--- config.mk ---
export PLATFORM = sky130hd
export DESIGN_NAME = multi_mode_reg_pipe
export DESIGN_NICKNAME = d
export VERILOG_FILES = /design/src/rtl/multi_mode_reg_pipe.sv
export SDC_FILE = /design/constraint.sdc
export NUM_CORES = 1
export LEC_CHECK = 0
export ABC_AREA = 0
export CAP_MARGIN = 5
export CORE_ASPECT_RATIO = 0.8
export CORE_MARGIN = 1.5
export CORE_UTILIZATION = 42
export CTS_BUF_LIST = sky130_fd_sc_hd__clkbuf_8
export DETAILED_ROUTE_END_ITERATION = 7
export PLACE_DENSITY = 0.74
export RECOVER_POWER = 50
export SLEW_MARGIN = 0
export SYNTH_ARGS = -nofsm -noshare
export SYNTH_HDL_FRONTEND = slang
export SYNTH_SLANG_ARGS = --single-unit
export TNS_END_PERCENT = 10
--- constraint.sdc ---
create_clock -name clk -period 1.3 [get_ports clk]
set_input_delay 0.195 -clock clk [delete_from_list [all_inputs] [get_ports clk]]
set_output_delay 0.195 -clock clk [all_outputs]
set_load 0.01 [all_outputs]
--- src/rtl/multi_mode_reg_pipe.sv ---
// Core register with load / XOR / hold / clear / rotate update modes, followed by a
// delay pipeline that carries an "updated" flag per word, plus a saturating XOR counter.
module multi_mode_reg_pipe #(
    parameter int WIDTH = 8,
    parameter int DEPTH = 3,
    parameter int CNTW  = 4
) (
    input  logic             clk,
    input  logic             rst,
    input  logic             en,
    input  logic [1:0]       mode,
    input  logic [WIDTH-1:0] d,
    output logic [WIDTH-1:0] q,
    output logic             q_valid,
    output logic [CNTW-1:0]  xor_cnt,
    output logic [WIDTH-1:0] core
);

    typedef enum logic [1:0] {
        MODE_XOR    = 2'b00,
        MODE_HOLD   = 2'b01,
        MODE_CLEAR  = 2'b10,
        MODE_ROTATE = 2'b11
    } mode_t;

    // stage[0] is the core register; stage[DEPTH-1] drives q, so DEPTH=1 needs no special case.
    logic [WIDTH-1:0] stage [DEPTH];
    logic [DEPTH-1:0] upd;

    // Shift-based rotate stays legal for WIDTH=1, where it degenerates to r0 itself.
    function automatic logic [WIDTH-1:0] rotl(input logic [WIDTH-1:0] v);
        return (v << 1) | (v >> (WIDTH - 1));
    endfunction

    // NOTE: all state uses non-blocking assignments so every stage samples pre-edge values.
    always_ff @(posedge clk) begin
        if (rst) begin
            for (int k = 0; k < DEPTH; k++) stage[k] <= '0;
            upd     <= '0;
            xor_cnt <= '0;
        end else begin
            if (en) begin
                stage[0] <= d;
                upd[0]   <= 1'b1;
                xor_cnt  <= '0;
            end else begin
                case (mode_t'(mode))
                    MODE_XOR: begin
                        stage[0] <= stage[0] ^ d;
                        upd[0]   <= 1'b1;
                        if (xor_cnt != '1) xor_cnt <= xor_cnt + CNTW'(1);
                    end
                    MODE_HOLD: begin
                        upd[0] <= 1'b0;
                    end
                    MODE_CLEAR: begin
                        stage[0] <= '0;
                        upd[0]   <= 1'b1;
                        xor_cnt  <= '0;
                    end
                    MODE_ROTATE: begin
                        stage[0] <= rotl(stage[0]);
                        upd[0]   <= 1'b1;
                    end
                    default: upd[0] <= 1'b0;
                endcase
            end
            for (int k = 1; k < DEPTH; k++) begin
                stage[k] <= stage[k-1];
                upd[k]   <= upd[k-1];
            end
        end
    end

    assign core    = stage[0];
    assign q       = stage[DEPTH-1];
    assign q_valid = upd[DEPTH-1];

endmodule
* After elaboration in Yosys (flattened, before gate mapping)
Memories as Yosys holds them, arrays and structs flattened.
Index checks and enable logic that the tools add are counted.
** Storage, ports and cells
- RAM bits :: 24
- Bits in registers :: 7
- Memories :: 1
- Input bits :: 13
** Operators by class
- Bitwise operators :: 8
- Add/sub/neg operators :: 1
- Reduce and logical (&&, ||, !) cells :: 5
- Multiplexer cells :: 28
- Equality and inequality tests :: 5
** Memory list
- stage :: words 3, width 8, read ports 3, clocked after memory_dff 0, wr ports 3, RTL line 27 : logic [WIDTH-1:0] stage [DEPTH];
** Operators with widths (count)
- 8-bit 2-to-1 mux :: 6
- 1-bit 2-to-1 mux :: 19
- 8-bit by 1-bit OR with 8-bit output :: 1
- 4-bit case mux with 2 select lines :: 1
- 8-bit XOR :: 1
- 1-bit OR :: 6
- 4-bit by 1-bit adder with 4-bit output, second input constant :: 1
- 2-bit == test, second input constant :: 2
- 4-bit 2-to-1 mux :: 1
- 4-bit != test, second input constant :: 1
- 3-bit OR reduction :: 1
- 2-bit by 1-bit == test with 1-bit output, second input constant :: 1
- 2-bit logical NOT :: 1
- 2-bit != test, second input constant :: 1
- 1-bit case mux with 2 select lines :: 1
- 2-bit AND reduction :: 1
- 2-bit nonzero test :: 1
- 2-bit OR reduction :: 1

* Depth between registers and ports, before layout
- Depth after elaboration :: 8
- Depth in mapped cells :: 5
- Mapped depth without buffers :: 4

* Worst setup path before layout
No wires, ideal clock.
- Path kind :: input -> register
- Start :: input mode[0]
- End :: memory stage[0][0] (data pin)
- Path slack :: -0.083 ns
- Data required time :: 1.032 ns
- Path buffers :: 1
- Arrival time :: 1.115 ns
- Stages on the path :: 4
- Cells stage by stage :: or4_1 -> buf_2 -> o2111ai_1 -> o211ai_1
** RTL lines
- from (decl) :: RTL line 11 : input logic [1:0] mode,
- to (decl) :: RTL line 27

==> results.rst <==
.. list-table::
   :header-rows: 1

   * - Metric
     - Value
   * - Outcome
     - complete, but fails checks
   * - Vias in the first global route
     - roughly 1100
   * - Worst clock skew
     - between 0.008 and 0.009 ns
   * - Number of antenna violations at the first check in global routing
     - 0
   * - Starting DRT DRC Count
     - 56
   * - Time the final worst path needs with I/O delays and setup
     - about 1.3 ns
   * - Cell count after synthesis
     - approximately 140
   * - Die span in x
     - approximately 70 um
   * - Number of flip-flops and latches in the synthesized netlist
     - 31
   * - Detailed Routing Iterations Pass 1
     - 4
   * - Flop-to-flop setup slack
     - around 0.07 ns
   * - Async set-reset flop share out of synthesis
     - 0%
   * - Most frequent cell after synthesis
     - edfxtp_1
   * - Total congestion overflow after global routing
     - 0
   * - Startpoint kind of the worst setup timing path
     - input port
   * - Crit path capture type
     - flip-flop
   * - Starting density of the core
     - between 40% and 50%
   * - Final total negative setup slack
     - -0.01624 ns
   * - Detail Placement HPWL
     - between 2 and 2.5 mm
   * - Highest clock rate
     - about 760 MHz
   * - Area growth syn-to-layout
     - 34.16%
   * - Final Hold Violating Endpoints
     - 0
   * - Fraction of final layout cells with drive strength greater than 1
     - 18.18%
   * - Mapped Area
     - ~0.0015 mm^2
   * - Number of nets with antenna violations after detailed routing
     - 0
   * - Wire length reported by the detailed router
     - between 3 and 4 mm
   * - Maxcap violations
     - 0
   * - Count of unique library cells instantiated by Yosys
     - 26
   * - Top-area cell type share of the netlist area
     - between 40% and 50%
   * - Die area
     - 0.003982 mm^2
   * - Pin count of the biggest net entering global routing
     - 24
   * - Post-route DRC violation count
     - 0
   * - Max-slew violation count
     - 0
   * - Routed length on met1
     - around 1.4 mm
   * - Root buffer cell
     - clkbuf_8
   * - Seq/Total Area, Yosys
     - approximately 57%
   * - Place WS
     - -0.5392 ns
   * - Number of warnings printed during yosys synthesis
     - 0
   * - CTS sink count
     - 31
   * - Highest net fanout along the worst path
     - 8
   * - Post-layout net count
     - 200
   * - Synth area leaders
     - edfxtp_1 (48%), dfxtp_1 (9.2%), buf_4 (7.9%)
   * - DR WL/cell
     - ~13 um
   * - Cell Rows
     - 19
   * - Avg Vias per Cell
     - between 5 and 6
   * - Setup slack of the critical path after layout
     - -0.01624 ns
   * - Area of the core
     - 0.003447 mm^2
   * - Failing checks
     - negative setup slack
   * - Overall power consumption
     - about 2.4 mW
   * - TritonCTS clock tree
     - yes
   * - Source-to-sink clock delay at the later pin of the worst-skew pair
     - 0.29 ns
   * - Number of clock buffers inserted by TritonCTS
     - 5
   * - Top cell type by total area after synthesis
     - edfxtp_1
   * - Met2 wire len
     - ~1.4 mm
   * - Top post-synthesis cells by count
     - edfxtp_1 (24), nand2_1 (18), buf_4 (16)
   * - Met3 Wirelength
     - around 150 um
   * - IR Drop Worst-Case VDD
     - a little under 800 uV
   * - Static leakage
     - 0.8550 nW
   * - Post-CTS Setup Repair Bufs
     - 0
   * - Required arrival time at the worst endpoint
     - between 1 and 1.5 ns
   * - Worst Path Arrival
     - between 1 and 1.5 ns
   * - EDFF count, synth
     - 24
   * - Reg clk slew, reported paths
     - 0.07 ns
   * - Buffer levels on the longest clock path
     - 2
   * - Leading register cell type out of synthesis
     - edfxtp_1
   * - Areal power density over the cells
     - 1160 mW/mm^2
   * - Number of antenna repair diodes
     - 0
   * - Highest signal layer in the routed design
     - met4
   * - RSZ-0062 raised after global routing
     - yes
   * - Height of the chip
     - about 57 um
   * - Period utilisation layout
     - 101.2%
   * - H-tree levels
     - 2
   * - All-layer global routing usage
     - between 10% and 20%
   * - Input/output buffers
     - 33
   * - Non-filler instance count after layout
     - 229
   * - First-pass GRT wire length
     - between 5 and 6 mm
   * - Per-instance average area after synthesis
     - between 10 and 15 um^2
   * - Global placement routability congestion
     - 0.7941
   * - Type of the worst setup path
     - input port to flip-flop
   * - Routed via count
     - around 1200
   * - Final-report setup violation count
     - 1
   * - Classification of the worst-slack hold path
     - input port to flip-flop
   * - Placed instance count
     - approximately 220
   * - I/O pin total
     - 34
-- cell usage in the layout, fill, tap and decap left out, drive strengths merged --
| cell type | n |
|---|---|
| inv | 12 |
| nor4 | 1 |
| nor2b | 11 |
| ha | 1 |
| o221a | 2 |
| dlygate4sd2 | 21 |
| o31a | 1 |
| nor2 | 10 |
| dfxtp | 7 |
| conb | 16 |
| nand2 | 18 |
| clkdlybuf4s50 | 8 |
| clkbuf | 8 |
| bufinv | 1 |
| nor4bb | 1 |
| and4b | 1 |
| dlymetal6s2s | 1 |
| a311oi | 1 |
| clkdlybuf4s15 | 2 |
| a31oi | 2 |
| nand3 | 4 |
| o211ai | 10 |
| edfxtp | 24 |
| o2111ai | 8 |
| or4 | 1 |
| clkinv | 3 |
| nand3b | 1 |
| nand2b | 1 |
| buf | 10 |
-- power by group --
group	total (mW)	leakage (nW)	switching (mW)	internal, mW
sequential	1.16	0.313	0.0291	1.13
clock	0.934	0.0556	0.374	0.560
combinational	0.263	0.486	0.140	0.123
-- area by class of cell --
| type | count | area, um^2 |
|---|---|---|
| clock inverters | 3 | 38.79 |
| repair buffers | 45 | 381.6 |
| inverters | 13 | 48.80 |
| clock buffers | 5 | 68.82 |
| multi-input cells | 90 | 580.6 |
| flip-flops and latches | 31 | 863.3 |
| well taps | 42 | 52.55 |
| fillers | 277 | 1413 |
-- layer usage --
| layer | up-vias | global-route usage (%) |
|---|---|---|
| met2 | 31 | 27.62 |
| met5 | - | 0 |
| li1 | 561 | - |
| met3 | 5 | 6.463 |
| met4 | 0 | 7.692 |
| met1 | 557 | 20.76 |
-- flip-flops by register name, indices dropped and copies added (netlist names) --
register,count
xor_cnt,4
stage,24
upd,3
-- per-stage QoR --
stage | cell area [um^2] | utilization (%) | hold WS [ns]
finish | 2034 | 59.02 | 0.4137
global route | 2034 | 59.02 | 0.4302
CTS | 2033 | 58.98 | 0.3528
detailed placement | 1954 | 56.70 | 0.4264
global placement | 1954 | 56.70 | 0.4164
floorplan | 1633 | - | 0.3505
-- worst max-delay path, stage by stage --
cell and delay (ns):
clkdlybuf4s15_1 0.18, or4_4 0.62, o2111ai_2 0.25, o211ai_1 0.11
-- kinds of logic after synthesis --
logic type | after synthesis | share of synthesized area, %
buf+inv | 35 | 12.79
other cells | 1 | 0.2473
compound gates | 24 | 13.04
flops | 31 | 56.77
fa+ha+maj | 1 | 0.8250
simple gates | 49 | 16.34
-- final timing paths --
path                                  from           to  depth (start not counted)
worst max-delay path               mode[1]  stage[0][6]                          4
worst min-delay path                    en       upd[0]                          4
worst max register to register  xor_cnt[0]   xor_cnt[3]                          3
worst min register to register      upd[0]       upd[1]                          1
-- timing repair --
item / 4_1_cts / 5_1_grt
setup endpoints to repair: 29 / 10
pin swaps: 5 / 0
hold buffers: 0 / 0
gates resized for setup: 31 / 3
Power figures use the tool's default switching activity.
